### src/rtl/jtcps15_dspmbox_if.sv
`default_nettype none
// ============================================================================
// Module   : jtcps15_dspmbox_if
// Brief    : CPU write port, DSP PIDS read port and status for the mailbox.
// Revision : 1.0 - initial release
// ============================================================================
interface jtcps15_dspmbox_if #(
  parameter int DW   = 16,
  parameter int PTRW = 2
);
  logic            wr;
  logic [1:0]      wsel;
  logic [7:0]      wdata;
  logic            flush;
  logic            full;
  logic [PTRW:0]   level;
  logic            ovf;
  logic            clr_ovf;
  logic [7:0]      drop_cnt;
  logic            pids_n;
  logic [DW-1:0]   pbus;
  logic            irq;

  modport master (
    output wr, wsel, wdata, flush, clr_ovf, pids_n,
    input  full, level, ovf, drop_cnt, pbus, irq
  );

  modport slave (
    input  wr, wsel, wdata, flush, clr_ovf, pids_n,
    output full, level, ovf, drop_cnt, pbus, irq
  );
endinterface
`default_nettype wire

### src/rtl/jtcps15_dspmbox.sv
`default_nettype none
// ============================================================================
// Module   : jtcps15_dspmbox
// Brief    : Z80-to-DSP16 command mailbox with a DEPTH-entry FIFO, flush and
//            overflow reporting. Define JTCPS15_MBOX_DROPCNT_EN to build the
//            saturating dropped-commit counter.
// Revision : 1.0 - initial release
// ============================================================================
module jtcps15_dspmbox #(
  parameter int DW   = 16,
  parameter int AW   = 8,
  parameter int PTRW = 2
) (
  input  logic                   clk,
  input  logic                   rst,
  jtcps15_dspmbox_if.slave       mbox
);
  localparam int c_DEPTH = 1 << PTRW;
  localparam int c_NB    = DW / 8;

  localparam logic [1:0] c_IDLE = 2'd0;
  localparam logic [1:0] c_REQ  = 2'd1;
  localparam logic [1:0] c_DATA = 2'd2;
  localparam logic [1:0] c_GAP  = 2'd3;

  logic [DW-1:0]   r_stage_data;
  logic [AW-1:0]   r_stage_addr;
  logic [AW-1:0]   r_addr_mem [c_DEPTH];
  logic [DW-1:0]   r_data_mem [c_DEPTH];
  logic [PTRW-1:0] r_wptr, r_rptr;
  logic [PTRW:0]   r_level;
  logic            r_full;
  logic            r_ovf;
  logic            r_last_pids_n;
  logic [1:0]      r_state, w_state_nxt;

  logic            w_stage_wr, w_commit, w_push, w_pop, w_drop, w_pids_rise;
  logic [AW-1:0]   w_new_addr;
  logic [PTRW:0]   w_level_nxt;
  logic            w_irq;
  logic [DW-1:0]   w_pbus;

  assign w_stage_wr  = mbox.wr && !mbox.wsel[1];
  assign w_commit    = mbox.wr && (mbox.wsel == 2'd2) && !mbox.flush;
  assign w_new_addr  = AW'(mbox.wdata);
  assign w_pids_rise = mbox.pids_n && !r_last_pids_n;
  assign w_pop       = (r_state == c_DATA) && w_pids_rise && !mbox.flush;
  // A pop in the same cycle frees a slot, so a commit at full still lands.
  assign w_push      = w_commit && (!r_full || w_pop);
  assign w_drop      = w_commit && r_full && !w_pop;
  assign w_level_nxt = r_level + (PTRW+1)'(w_push) - (PTRW+1)'(w_pop);

  always_ff @(posedge clk) begin
    if (rst) begin
      r_stage_data <= '0;
      r_stage_addr <= '0;
    end else begin
      for (int b = 0; b < c_NB; b++) begin
        if (w_stage_wr && (b == int'(mbox.wsel[0])))
          r_stage_data[DW-1-8*b -: 8] <= mbox.wdata;
      end
      if (mbox.wr && (mbox.wsel == 2'd2))
        r_stage_addr <= w_new_addr;
    end
  end

  always_ff @(posedge clk) begin
    if (w_push) begin
      r_addr_mem[r_wptr] <= w_new_addr;
      r_data_mem[r_wptr] <= r_stage_data;
    end
  end

  always_ff @(posedge clk) begin
    if (rst || mbox.flush) begin
      r_wptr  <= '0;
      r_rptr  <= '0;
      r_level <= '0;
      r_full  <= 1'b0;
    end else begin
      if (w_push) r_wptr <= r_wptr + 1'b1;
      if (w_pop)  r_rptr <= r_rptr + 1'b1;
      r_level <= w_level_nxt;
      r_full  <= (w_level_nxt == (PTRW+1)'(c_DEPTH));
    end
  end

  always_ff @(posedge clk) begin
    if (rst) begin
      r_ovf         <= 1'b0;
      r_last_pids_n <= 1'b1;
    end else begin
      r_last_pids_n <= mbox.pids_n;
      // A drop in the same cycle as clr_ovf keeps the flag set.
      if (w_drop)            r_ovf <= 1'b1;
      else if (mbox.clr_ovf) r_ovf <= 1'b0;
    end
  end

`ifdef JTCPS15_MBOX_DROPCNT_EN
  logic [7:0] r_drop_cnt;

  always_ff @(posedge clk) begin
    if (rst)
      r_drop_cnt <= 8'd0;
    else if (mbox.clr_ovf)
      r_drop_cnt <= {7'd0, w_drop};
    else if (w_drop && (r_drop_cnt != 8'hFF))
      r_drop_cnt <= r_drop_cnt + 8'd1;
  end

  assign mbox.drop_cnt = r_drop_cnt;
`else
  assign mbox.drop_cnt = 8'd0;
`endif

  always_ff @(posedge clk) begin
    if (rst) r_state <= c_IDLE;
    else     r_state <= w_state_nxt;
  end

  always_comb begin
    w_state_nxt = r_state;
    case (r_state)
      c_IDLE:  if (r_level != '0) w_state_nxt = c_REQ;
      c_REQ:   if (w_pids_rise)   w_state_nxt = c_DATA;
      c_DATA:  if (w_pids_rise)   w_state_nxt = c_GAP;
      c_GAP:   w_state_nxt = c_IDLE;
      default: w_state_nxt = c_IDLE;
    endcase
    if (mbox.flush) w_state_nxt = c_IDLE;
  end

  always_comb begin
    w_irq  = 1'b0;
    w_pbus = '0;
    case (r_state)
      c_REQ: begin
        w_irq  = 1'b1;
        w_pbus = DW'(r_addr_mem[r_rptr]);
      end
      c_DATA:  w_pbus = r_data_mem[r_rptr];
      default: ;
    endcase
  end

  assign mbox.irq   = w_irq;
  assign mbox.pbus  = w_pbus;
  assign mbox.full  = r_full;
  assign mbox.level = r_level;
  assign mbox.ovf   = r_ovf;

  logic w_unused;
  assign w_unused = ^r_stage_addr;
endmodule
`default_nettype wire

### src/flat_wrapper.sv
// flat-port wrapper written by rule: the top's interface ports become plain ports
module jtcps15_dspmbox_flat 
#(
  parameter int DW   = 16,
  parameter int AW   = 8,
  parameter int PTRW = 2
)
  (clk, rst, mbox_wr, mbox_wsel, mbox_wdata, mbox_flush, mbox_clr_ovf, mbox_pids_n, mbox_full, mbox_level, mbox_ovf, mbox_drop_cnt, mbox_pbus, mbox_irq);
  jtcps15_dspmbox_if #(.DW(DW), .PTRW(PTRW)) mbox_i ();
  input  logic clk;
  input  logic rst;
  input wire logic [$bits(mbox_i.wr)-1:0] mbox_wr;
  input wire logic [$bits(mbox_i.wsel)-1:0] mbox_wsel;
  input wire logic [$bits(mbox_i.wdata)-1:0] mbox_wdata;
  input wire logic [$bits(mbox_i.flush)-1:0] mbox_flush;
  input wire logic [$bits(mbox_i.clr_ovf)-1:0] mbox_clr_ovf;
  input wire logic [$bits(mbox_i.pids_n)-1:0] mbox_pids_n;
  output wire logic [$bits(mbox_i.full)-1:0] mbox_full;
  output wire logic [$bits(mbox_i.level)-1:0] mbox_level;
  output wire logic [$bits(mbox_i.ovf)-1:0] mbox_ovf;
  output wire logic [$bits(mbox_i.drop_cnt)-1:0] mbox_drop_cnt;
  output wire logic [$bits(mbox_i.pbus)-1:0] mbox_pbus;
  output wire logic [$bits(mbox_i.irq)-1:0] mbox_irq;
  assign mbox_i.wr = mbox_wr;
  assign mbox_i.wsel = mbox_wsel;
  assign mbox_i.wdata = mbox_wdata;
  assign mbox_i.flush = mbox_flush;
  assign mbox_i.clr_ovf = mbox_clr_ovf;
  assign mbox_i.pids_n = mbox_pids_n;
  assign mbox_full = mbox_i.full;
  assign mbox_level = mbox_i.level;
  assign mbox_ovf = mbox_i.ovf;
  assign mbox_drop_cnt = mbox_i.drop_cnt;
  assign mbox_pbus = mbox_i.pbus;
  assign mbox_irq = mbox_i.irq;
  jtcps15_dspmbox #(.DW(DW), .AW(AW), .PTRW(PTRW)) u_core (.clk(clk), .rst(rst), .mbox(mbox_i));
endmodule
### config.mk
export PLATFORM = sky130hd
export DESIGN_NAME = jtcps15_dspmbox_flat
export DESIGN_NICKNAME = d
export VERILOG_FILES = /design/src/rtl/jtcps15_dspmbox_if.sv /design/src/rtl/jtcps15_dspmbox.sv /design/src/flat_wrapper.sv
export SDC_FILE = /design/constraint.sdc
export NUM_CORES = 1
export LEC_CHECK = 0
export ABC_AREA = 1
export BUFFER_PORTS_ARGS = -buffer_cell sky130_fd_sc_hd__clkbuf_2
export CAP_MARGIN = 20
export CELL_PAD_IN_SITES_DETAIL_PLACEMENT = 0
export CELL_PAD_IN_SITES_GLOBAL_PLACEMENT = 2
export CORE_MARGIN = 2
export CORE_UTILIZATION = 42
export CTS_CLUSTER_DIAMETER = 100
export DETAILED_ROUTE_END_ITERATION = 8
export GPL_TIMING_DRIVEN = 0
export PLACE_DENSITY_LB_ADDON = 0.1
export SETUP_SLACK_MARGIN = 0.05
export SYNTH_ARGS = -nofsm -noshare
export SYNTH_HDL_FRONTEND = slang
export SYNTH_SLANG_ARGS = --single-unit
export TNS_END_PERCENT = 5
### constraint.sdc
create_clock -name clk -period 4.05 [get_ports clk]
set_clock_uncertainty 0.15 [all_clocks]
set_input_delay 0 -clock clk [delete_from_list [all_inputs] [get_ports clk]]
set_output_delay 0 -clock clk [all_outputs]
set_load 0.05 [all_outputs]
==> results of run 1 <==
-- worst reg2reg max path: stages, from the launching register on --
cell,delay (ns)
sky130_fd_sc_hd__dfxtp_1,0.33
sky130_fd_sc_hd__inv_1,0.07
sky130_fd_sc_hd__ha_1,0.25
sky130_fd_sc_hd__inv_1,0.12
sky130_fd_sc_hd__nor2_1,0.05
sky130_fd_sc_hd__nand2_1,0.12
sky130_fd_sc_hd__nand2_1,0.13
sky130_fd_sc_hd__nand2_1,0.34
sky130_fd_sc_hd__inv_1,0.16
sky130_fd_sc_hd__ha_1,0.24
sky130_fd_sc_hd__fa_1,0.41
sky130_fd_sc_hd__xor2_1,0.18
sky130_fd_sc_hd__nand2_1,0.06
sky130_fd_sc_hd__nand2_1,0.06
sky130_fd_sc_hd__nor3_1,0.18
-- power groups by stage --
stage / clock network, mW / logic, mW / registers, mW
4_1_cts: 1.72 / 0.0909 / 1.42
5_1_grt: 1.80 / 0.101 / 1.42
3_3_place_gp: 0 / 0.0792 / 1.44
2_1_floorplan: 0 / 0.0522 / 1.44
6_report: 1.70 / 0.0898 / 1.42
3_5_place_dp: 0 / 0.0811 / 1.44
-- final timing paths --
kind,cells past startpoint,end,slack [ns],from
max,14,u_core.mbox.full$_SDFF_PP0_,1.11,u_core.r_state[0]$_SDFFE_PP0P_
min,4,u_core.r_stage_data[13]$_SDFFE_PP0P_,0.03,mbox_wr
max reg2reg,14,u_core.mbox.full$_SDFF_PP0_,1.11,u_core.r_state[0]$_SDFFE_PP0P_
min reg2reg,2,u_core.r_stage_data[0]$_SDFFE_PP0P_,0.34,u_core.r_stage_data[0]$_SDFFE_PP0P_
-- cell type report --
class / count / share of cell area [%]
multi-input cells: 294 / 21.8
well taps: 147 / 2.87
plain buffers: 25 / 2.52
clock buffers: 20 / 7.13
clock inverters: 12 / 3.34
repair buffers: 52 / 5.24
inverters: 46 / 2.70
flip-flops and latches: 126 / 54.4
-- kinds of logic (layout without fill, tap and decap cells) --
| kind of cell | after synthesis | count (layout) | synth area share, % |
|---|---|---|---|
| AOI/OAI and AO/OA | 105 | 105 | 10.2 |
| adders and majority gates | 10 | 10 | 2.57 |
| other | 1 | 8 | 0.0727 |
| buffers and inverters | 71 | 155 | 6.48 |
| xor gates and xnor gates | 3 | 3 | 0.510 |
| DFF | 126 | 126 | 67.6 |
| and+or+nand+nor | 168 | 168 | 12.6 |
-- per-stage QoR --
step	hold slack (ns)	power (mW)	std cells
floorplan	-0.0809	1.49	491
global placement	0.0493	1.52	675
CTS	0.0239	3.23	722
finish	0.0257	3.21	722
detailed placement	0.0486	1.52	675
global route	0.0885	3.31	722
-- per-layer routing --
metal	vias to the layer above	share of wire [%]
li1	1766	-
met1	1640	44
met2	95	48
met3	15	5.7
met4	0	1.9
met5	-	0
-- sequential cells by signal, summed over array words and instances, names as in the netlist, named ones only --
signal                count
u_core.mbox.full          1
u_core.r_last_pids_n      1
u_core.r_stage_data      16
u_core.mbox.ovf           1
u_core.r_rptr             2
u_core.r_addr_mem        32
u_core.r_state            2
u_core.mbox.level         3
u_core.r_wptr             2
u_core.r_data_mem        64
-- what timing repair did --
action,in CTS,in global routing
endpoints found under the setup margin,0,0
endpoints found under the hold margin,62,0
gates resized for setup,0,0
hold buffers,15,0
-- cell usage in the layout, fill, tap and decap left out, drive strengths merged --
| cell | netlist | layout |
|---|---|---|
| nor2 | 104 | 104 |
| edfxtp | 96 | 96 |
| o21ai | 74 | 74 |
| clkbuf | 2 | 59 |
| nand2 | 54 | 54 |
| inv | 46 | 46 |
| a21oi | 31 | 31 |
| dfxtp | 30 | 30 |
| buf | 23 | 23 |
| dlygate4sd3 | 0 | 15 |
| ha | 9 | 9 |
| conb | 1 | 8 |
| nand3 | 7 | 7 |
| bufinv | 0 | 6 |
| clkinv | 0 | 5 |
| xor2 | 2 | 2 |
| nor3 | 2 | 2 |
| nand3b | 1 | 1 |
| xnor2 | 1 | 1 |
| fa | 1 | 1 |
| clkinvlp | 0 | 1 |
==> summary.txt, run 1 <==
Outcome
  • Result of the run: finished clean

Logic synthesis
  • Post-synthesis cell type with the largest combined area: sky130_fd_sc_hd__edfxtp_1
  • Count of flip-flops with a built-in enable after synthesis: 96
  • Leading register cell type out of synthesis: sky130_fd_sc_hd__edfxtp_1
  • Mapped Area: 5160 um^2
  • #FFs+latches synth: 126
  • Total of warnings raised by yosys: 0
  • Sequential area share after synthesis: 67.6%
  • Top cells by instance count after synthesis: 104 x sky130_fd_sc_hd__nor2_1, 96 x sky130_fd_sc_hd__edfxtp_1, 59 x sky130_fd_sc_hd__o21ai_0
  • Post-synth top area share: 55.9%
  • Top cells by area in the synthesized netlist: sky130_fd_sc_hd__edfxtp_1 56%, sky130_fd_sc_hd__dfxtp_1 12%, sky130_fd_sc_hd__nor2_1 7.6%
  • Synthesized netlist cell count: 484
  • FFs w/ async S/R, synth: 0%
  • Most used standard cell by instance count after synthesis: sky130_fd_sc_hd__nor2_1
  • Post-Synthesis Mean Instance Area: 10.7 um^2
  • Post-synthesis cell type count: 23

GRT
  • Overflow after GRT: 0
  • Maximum number of pins on one net before global-route repair: 25
  • Global Route met3 Usage: 5.59%
  • GR peak layer: met2
  • Number of global-route vias before repair: 3482
  • Total global routing track utilization: 20.0%
  • Wire length of the first global-routing pass: 18800 um
  • Global routing usage on met2: 32.4%
  • Antenna violations before repair: 0
  • Global-route met1 utilization: 26.3%

Pwr
  • Power per standard cell area: 501 nW/um^2
  • Int Pwr: 2.62 mW
  • Logic gate share of total power: 2.8%
  • Switching power: 593 uW
  • VDD IR max: 0.251 mV
  • Clock Power Share: 53.1%
  • Net switching fraction of the power: 18.5%
  • Flop pwr share: 44.1%
  • Leak: 2.52 nW

Placement
  • Final weighted congestion in routability-driven placement: 0.761
  • Placement Cell Area: 5580 um^2
  • Number of input and output port buffers inserted: 37
  • Pre-CTS WS: 1.04 ns
  • Post-detail-place hpwl: 7300 um

Die
  • I/O pin count: 46
  • Site Rows: 40
  • Starting utilization of the core area: 42.9%
  • Core Region: 12000 um^2
  • Die extent in y: 115 um
  • Die width: 115 um
  • DIE AREA: 13200 um^2

Critical path
  • Cell type group with the largest total delay on the critical path: simple AND/OR/NAND/NOR gates
  • Crit-path slowest cell: sky130_fd_sc_hd__fa_1
  • Category of the critical setup timing path: register to register
  • Critical path, cell by cell: inv_1, ha_1, inv_1, nor2_1, nand2_1, nand2_1, nand2_1, inv_1, ha_1, fa_1, xor2_1, nand2_1, nand2_1, nor3_1
  • Required time of the critical path: 4.22 ns
  • Cell repeated most along the worst path: sky130_fd_sc_hd__nand2_1
  • CP Max Fanout: 5
  • Delay of the slowest critical-path stage: 0.41 ns
  • Data arrival time at the worst-slack endpoint: 3.11 ns
  • Kind of start point of the critical path: register
  • Worst Path Buf+Inv: 3
  • Endpoint type of the worst setup path: register

STA
  • Total Neg Setup Slack: 0 ns
  • Max Transition Viols Final: 0
  • Achievable Freq: 340 MHz
  • Final critical-path share of the clock period: 72.7%
  • Setup violation total in the final timing report: 0
  • Final count of hold timing violations: 0
  • Final period demand of the worst path: 2.94 ns
  • Slew at the pin closest to its max-slew limit: 0.885 ns
  • Final worst setup slack: 1.11 ns
  • Unrepaired setup endpoints after global routing: false
  • Headroom to the max-slew limit: 40.9%

Cells and area
  • Storage cell area: 3480 um^2
  • Total Nets Final: 588
  • Final non-filler cell area: 6400 um^2
  • Combined area of the multi-input logic cells: 1400 um^2
  • Number of antenna repair diodes: 0
  • Ratio of cells with drive above 1 in the final layout: 16.5%
  • Layout area overhead: 24.2%
  • Fill cells: 1070
  • Utilization of the core after routing: 53.3%

Detailed routing
  • Remaining number of nets flagged by the antenna check after routing: 0
  • Iteration-0 DRC Markers: 304
  • Post-detailed-routing wire length: 12000 um
  • Routed length per instance: 16.6 um
  • Pre-antenna DRT Iters: 5
  • Number of remaining DRC errors: 0
  • Via count of the routed design: 3516
  • Mean number of vias per cell: 4.87

CTS
  • Total clock buffers created by CTS: 17
  • Root Buffer: sky130_fd_sc_hd__clkbuf_16
  • Worst skew pair latency: 0.41 ns
  • CTS HTree Levels: 4
  • Clock tree from TritonCTS: yes
  • Clk sinks: 126
  • Buffer levels on the longest clock path: 2
  • Number of setup buffers added after CTS: 0
  • Clock-pin slew of the registers on the worst-case setup and hold paths: 0.06 ns

Hold path
  • HP Class: input pin to register

Job
  • Max-cap violation count: 0
(Power assumes the default switching activity.)
==> run 2: changes to the inputs <==
CORE_UTILIZATION = 35   (was 42)
clock period = 2.41 ns   (was 4.05 ns; I/O delays follow)
==> run 2 against run 1 <==
  * The run now ends with negative setup slack left
  * Die area up 19%
  * First-iteration DRC count down 39%
  * Count of clock-buffer cells in the layout up 3
  * Power up 58%
  * Critical path depth down 5
  * Sequential share of layout area down 0.50 points
  * Worst hold slack better by 0.0088 ns
  * Flip-flop and latch count unchanged
  * Final cell count up 5.7%
==> summary.txt, run 2 (synthesis gave the netlist of run 1 again) <==
Outcome
  • Result of the run: finished with violations
  • Violations in the final reports: negative setup slack

CTS
  • Total clock buffers created by CTS: 17
  • Clock tree from TritonCTS: yes
  • Buffer levels on the longest clock path: 2
  • Clk sinks: 126
  • Clock-pin slew of the registers on the worst-case setup and hold paths: 0.05 ns
  • Root Buffer: sky130_fd_sc_hd__clkbuf_16
  • Worst skew pair latency: 0.41 ns
  • CTS HTree Levels: 4

Die
  • Die width: 125 um
  • Site Rows: 44
  • Core Region: 14500 um^2
  • I/O pin count: 46
  • DIE AREA: 15700 um^2
  • Die extent in y: 125 um
  • Starting utilization of the core area: 35.6%

Critical path
  • Crit-path slowest cell: sky130_fd_sc_hd__nor2_4
  • Data arrival time at the worst-slack endpoint: 2.30 ns
  • Worst Path Buf+Inv: 3
  • Endpoint type of the worst setup path: register
  • Required time of the critical path: 2.29 ns
  • Critical path, cell by cell: inv_1, ha_2, inv_1, nor2_1, nand2_1, nand2_2, nand2_4, buf_12, nor2_4
  • Cell type group with the largest total delay on the critical path: simple AND/OR/NAND/NOR gates
  • Category of the critical setup timing path: register to register
  • CP Max Fanout: 24
  • Cell repeated most along the worst path: sky130_fd_sc_hd__inv_1
  • Delay of the slowest critical-path stage: 0.65 ns
  • Kind of start point of the critical path: register

Detailed routing
  • Mean number of vias per cell: 4.70
  • Via count of the routed design: 3589
  • Remaining number of nets flagged by the antenna check after routing: 0
  • Post-detailed-routing wire length: 12500 um
  • Number of remaining DRC errors: 0
  • Iteration-0 DRC Markers: 185
  • Routed length per instance: 16.4 um
  • Pre-antenna DRT Iters: 4

Cells and area
  • Utilization of the core after routing: 44.6%
  • Final Instance Count excl. Fillers: 763
  • Number of flip-flops in the largest register: 64
  • Most common library cell in the layout ignoring fill and taps: sky130_fd_sc_hd__nor2_1
  • Largest registers: u_core.r_data_mem (64), u_core.r_addr_mem (32), u_core.r_stage_data (16)
  • Fill cells: 1397
  • Ratio of cells with drive above 1 in the final layout: 18.1%
  • Most used cells in the layout excluding fill and tap cells: 99 x sky130_fd_sc_hd__nor2_1, 96 x sky130_fd_sc_hd__edfxtp_1, 59 x sky130_fd_sc_hd__o21ai_0, 52 x sky130_fd_sc_hd__nand2_1, 43 x sky130_fd_sc_hd__inv_1
  • Reg with most FFs: u_core.r_data_mem
  • Number of antenna repair diodes: 0
  • Layout area overhead: 25.3%
  • Total Nets Final: 593

STA
  • Unrepaired setup endpoints after global routing: true
  • Max Transition Viols Final: 0
  • Worst hold slack across all endpoints: 0.0345 ns
  • Final count of hold timing violations: 0
  • Final period demand of the worst path: 2.42 ns
  • Achievable Freq: 414 MHz
  • Final critical-path share of the clock period: 100%
  • Headroom to the max-slew limit: 42.5%
  • Slew at the pin closest to its max-slew limit: 0.861 ns
  • Final worst setup slack: -0.00595 ns
  • Total Neg Setup Slack: -0.0344 ns
  • Setup violation total in the final timing report: 12

GRT
  • Total global routing track utilization: 16.5%
  • Number of global-route vias before repair: 3400
  • Antenna violations before repair: 0
  • Wire length of the first global-routing pass: 18900 um
  • Maximum number of pins on one net before global-route repair: 25
  • Overflow after GRT: 0

Placement
  • Post-detail-place hpwl: 7640 um
  • # placed instances: 712
  • Number of input and output port buffers inserted: 37
  • Final weighted congestion in routability-driven placement: 0.721

Pwr
  • Power per standard cell area: 784 nW/um^2
  • Leak: 2.51 nW
  • VDD IR max: 0.466 mV

Job
  • Max-cap violation count: 0

Hold path
  • HP Class: input pin to register
## run 2: cell count changes in the layout (fill, tap and decap cells not counted), moves of 2 or more
| cell | previous run | this run |
|---|---|---|
| sky130_fd_sc_hd__bufinv_16 | 6 | 3 |
| sky130_fd_sc_hd__nor2_4 | 4 | 7 |
| sky130_fd_sc_hd__buf_4 | 11 | 13 |
| sky130_fd_sc_hd__clkbuf_1 | 3 | 5 |
| sky130_fd_sc_hd__nand2_1 | 54 | 52 |
## run 2: path summary, 6_finish.rpt
kind	from	to	slack (ns)	cells after the start
worst min register to register	u_core.r_stage_data[0]$_SDFFE_PP0P_	u_core.r_stage_data[0]$_SDFFE_PP0P_	0.34	2
worst max register to register	u_core.r_state[0]$_SDFFE_PP0P_	u_core.r_data_mem[1][0]$_DFFE_PP_	-0.006	9
worst max-delay path	u_core.r_state[0]$_SDFFE_PP0P_	u_core.r_data_mem[1][0]$_DFFE_PP_	-0.006	9
worst min-delay path	mbox_wr	u_core.r_stage_data[15]$_SDFFE_PP0P_	0.03	4
## run 2: power breakdown
part           switching, mW  internal (mW)
registers             0.0191           2.36
logic                  0.103         0.0553
clock network          0.841           1.69
## run 2: through the flow
step                setup slack [ns]  total power, mW  area (um^2)
floorplan                     -0.235             2.51         5180
global placement               -1.49             2.56         5600
detailed placement            -0.647             2.56         5630
CTS                          -0.0643             5.12         6440
global route                  -0.167             5.24         6460
finish                      -0.00595             5.07         6460
## run 2: area by class of cell
| type | instances | area (um^2) | share of cell area, % |
|---|---|---|---|
| flip-flops and latches | 126 | 3480 | 53.9 |
| clock buffers | 23 | 478 | 7.40 |
| well taps | 184 | 230 | 3.56 |
| inverters | 46 | 173 | 2.67 |
| multi-input cells | 296 | 1450 | 22.5 |
| clock inverters | 8 | 113 | 1.74 |
| repair buffers | 55 | 370 | 5.73 |
| plain buffers | 25 | 161 | 2.50 |
## run 2: worst register-to-register path: stages, from the launching register on
cell and delay, ns:
sky130_fd_sc_hd__dfxtp_1 0.31, sky130_fd_sc_hd__inv_1 0.10, sky130_fd_sc_hd__ha_2 0.24, sky130_fd_sc_hd__inv_1 0.09, sky130_fd_sc_hd__nor2_1 0.08, sky130_fd_sc_hd__nand2_1 0.09, sky130_fd_sc_hd__nand2_2 0.11, sky130_fd_sc_hd__nand2_4 0.06
sky130_fd_sc_hd__buf_12 0.16, sky130_fd_sc_hd__nor2_4 0.65
## run 2: routing by layer
metal / routed length [um] / GRT usage, %
met2: 5990 / 26.8
met3: 592 / 4.32
met4: 163 / 6.08
met1: 5780 / 21.5
met5: 0 / 0
## run 2: timing repair
item	CTS	global route
resized for setup	9	3
endpoints found under the setup margin	107	94
hold buffers	15	0
cloned	1	1
hold endpoints to repair	61	0
pin swaps	3	1
buffers inserted	3	0
==> run 3: changes to the inputs <==
CORE_UTILIZATION = 42   (was 35)
CTS_CLUSTER_DIAMETER = 80   (was 100)
clock period = 3 ns   (was 2.41 ns; I/O delays follow)
==> run 3 against run 2 <==
  * Critical path type unchanged
  * Sequential share of layout area rose by 0.30 points
  * Critical endpoint is now u_core.r_wptr[0]$_SDFFE_PP0P_
  * Critical path depth grew 2
  * The run now ends clean
  * First-iteration DRC count rose by 74%
  * Combinational power fell by 22%
  * Wire length down 3.9%
  * Die area shrank 16%
  * Global-route usage grew 3.6 points
==> summary.txt, run 3 (synthesis gave the netlist of run 1 again) <==
Pwr
  • Net switching fraction of the power: 18.5%
  • Power per standard cell area: 675 nW/um^2
  • Clock Power Share: 53.1%
  • Leak: 2.52 nW
  • VDD IR max: 0.339 mV
  • Logic gate share of total power: 2.8%
  • Switching power: 802 uW
  • Flop pwr share: 44.1%
  • Int Pwr: 3.53 mW

Cells and area
  • Combined area of the multi-input logic cells: 1410 um^2
  • Fill cells: 1069
  • Total Nets Final: 589
  • Number of flip-flops in the largest register: 64
  • Storage cell area: 3480 um^2
  • Number of antenna repair diodes: 0
  • Most used cells in the layout excluding fill and tap cells: 100 x sky130_fd_sc_hd__nor2_1, 96 x sky130_fd_sc_hd__edfxtp_1, 59 x sky130_fd_sc_hd__o21ai_0, 53 x sky130_fd_sc_hd__nand2_1, 44 x sky130_fd_sc_hd__inv_1
  • Layout area overhead: 24.6%
  • Largest registers: u_core.r_data_mem (64), u_core.r_addr_mem (32), u_core.r_stage_data (16)
  • Ratio of cells with drive above 1 in the final layout: 16.8%
  • Most common library cell in the layout ignoring fill and taps: sky130_fd_sc_hd__nor2_1
  • Final non-filler cell area: 6420 um^2
  • Reg with most FFs: u_core.r_data_mem

Critical path
  • Crit path capture: u_core.r_wptr[0]$_SDFFE_PP0P_
  • Kind of start point of the critical path: register
  • Crit-path slowest cell: sky130_fd_sc_hd__dlygate4sd3_1
  • Cell repeated most along the worst path: sky130_fd_sc_hd__nand2_1
  • Data arrival time at the worst-slack endpoint: 2.84 ns
  • Reg-to-reg critical path endpoint: u_core.r_wptr[0]$_SDFFE_PP0P_
  • Required time of the critical path: 3.15 ns
  • Critical path origin: u_core.r_state[0]$_SDFFE_PP0P_
  • Cell depth of the worst setup path: 11
  • Endpoint type of the worst setup path: register
  • Delay of the slowest critical-path stage: 0.54 ns
  • R2R depth: 11
  • Critical path, cell by cell: inv_1, ha_1, inv_1, nor2_1, nand2_1, nand2_1, nand3_1, nand2_1, dlygate4sd3_1, nor2_1, dlygate4sd3_1
  • Setup slack of the most critical reg-to-reg path: 0.31 ns
  • Worst Path Buf+Inv: 4
  • CP Max Fanout: 5
  • Cell type group with the largest total delay on the critical path: buffers and inverters
  • Category of the critical setup timing path: register to register
  • Worst R2R Start: u_core.r_state[0]$_SDFFE_PP0P_

Placement
  • Post-detail-place hpwl: 7300 um
  • Final weighted congestion in routability-driven placement: 0.761
  • Placement Cell Area: 5580 um^2
  • Number of input and output port buffers inserted: 37

Die
  • Die width: 115 um
  • Site Rows: 40
  • DIE AREA: 13200 um^2
  • Starting utilization of the core area: 42.9%
  • I/O pin count: 46
  • Core Region: 12000 um^2
  • Die extent in y: 115 um

STA
  • Final period demand of the worst path: 2.69 ns
  • Headroom to the max-slew limit: 40.0%
  • Max Transition Viols Final: 0
  • Setup violation total in the final timing report: 0
  • Final count of hold timing violations: 0
  • Total Neg Setup Slack: 0 ns
  • Achievable Freq: 372 MHz
  • Final critical-path share of the clock period: 89.7%
  • Unrepaired setup endpoints after global routing: false
  • Slew at the pin closest to its max-slew limit: 0.897 ns

Detailed routing
  • Via count of the routed design: 3512
  • Top Layer Used: met4
  • Mean number of vias per cell: 4.86
  • Pre-antenna DRT Iters: 5
  • Number of remaining DRC errors: 0
  • Met2 Routed Length: 5870 um
  • Remaining number of nets flagged by the antenna check after routing: 0
  • Sum of routed wire segments on met1: 5410 um
  • Routed length per instance: 16.6 um
  • Post-detailed-routing wire length: 12000 um
  • Iteration-0 DRC Markers: 321
  • Met3 Wirelength: 560 um

CTS
  • Clk sinks: 126
  • Clock tree from TritonCTS: yes
  • Buffer levels on the longest clock path: 2
  • CTS HTree Levels: 4
  • Root Buffer: sky130_fd_sc_hd__clkbuf_16
  • Total clock buffers created by CTS: 17
  • Number of setup buffers added after CTS: 0
  • Worst skew pair latency: 0.41 ns
  • Clock-pin slew of the registers on the worst-case setup and hold paths: 0.06 ns

Hold path
  • HP Class: input pin to register
  • Hold path startpoint: mbox_wr
  • Hold Path Stages: 4

GRT
  • Overflow after GRT: 0
  • Wire length of the first global-routing pass: 18900 um
  • Antenna violations before repair: 0
  • Total global routing track utilization: 20.1%
  • Maximum number of pins on one net before global-route repair: 25
  • Number of global-route vias before repair: 3490

Job
  • Max-cap violation count: 0

Outcome
  • Result of the run: finished clean
-- run 3: tightest hold or removal path: cells and delay by family --
kind                   cells  cell delay (ns)
and+or+nand+nor            1             0.22
AOI/OAI and AO/OA          2             0.22
buffers and inverters      1             0.10
-- run 3: final cells by class --
type                    instances  share of cell area [%]
flip-flops and latches        126                    54.2
multi-input cells             294                    21.9
clock buffers                  20                    7.11
repair buffers                 53                    5.37
clock inverters                12                    3.33
well taps                     147                    2.86
inverters                      46                    2.69
plain buffers                  25                    2.51
-- run 3: metrics by stage --
step,instances,hold WS (ns),setup WS [ns],util [%],total power [mW]
global placement,675,0.0493,-0.846,46.2,2.05
finish,723,0.0250,0.310,53.5,4.34
CTS,723,0.0239,0.119,53.4,4.36
detailed placement,675,0.0486,-0.00928,46.5,2.06
global route,723,0.0885,0.108,53.5,4.48
floorplan,491,-0.0809,0.355,-,2.01
-- run 3: layer usage --
layer	vias to the layer above	track usage [%]
met4	0	6.99
li1	1769	-
met5	-	0
met3	12	5.59
met1	1647	26.3
met2	84	32.5
-- run 3: worst min-delay path by stage --
stage,endpoint,slack [ns]
6_report,u_core.r_stage_data[13]$_SDFFE_PP0P_,0.03
5_1_grt,u_core.r_stage_data[15]$_SDFFE_PP0P_,0.09
4_1_cts,u_core.r_stage_data[13]$_SDFFE_PP0P_,0.02
3_5_place_dp,u_core.mbox.ovf$_SDFFE_PP0P_,0.05
3_3_place_gp,u_core.mbox.ovf$_SDFFE_PP0P_,0.05
2_1_floorplan,u_core.mbox.ovf$_SDFFE_PP0P_,-0.08
-- run 3: repair_timing --
action	CTS	global route
endpoints found under the hold margin	62	0
gates resized for setup	1	2
hold buffers	16	0
setup endpoints to repair	1	1
-- run 3: power groups by stage --
stage | clock [mW] | sequential [mW] | combinational, mW
2_1_floorplan | 0 | 1.94 | 0.0704
3_3_place_gp | 0 | 1.95 | 0.107
3_5_place_dp | 0 | 1.95 | 0.110
4_1_cts | 2.33 | 1.91 | 0.124
5_1_grt | 2.43 | 1.91 | 0.138
6_report | 2.30 | 1.91 | 0.123
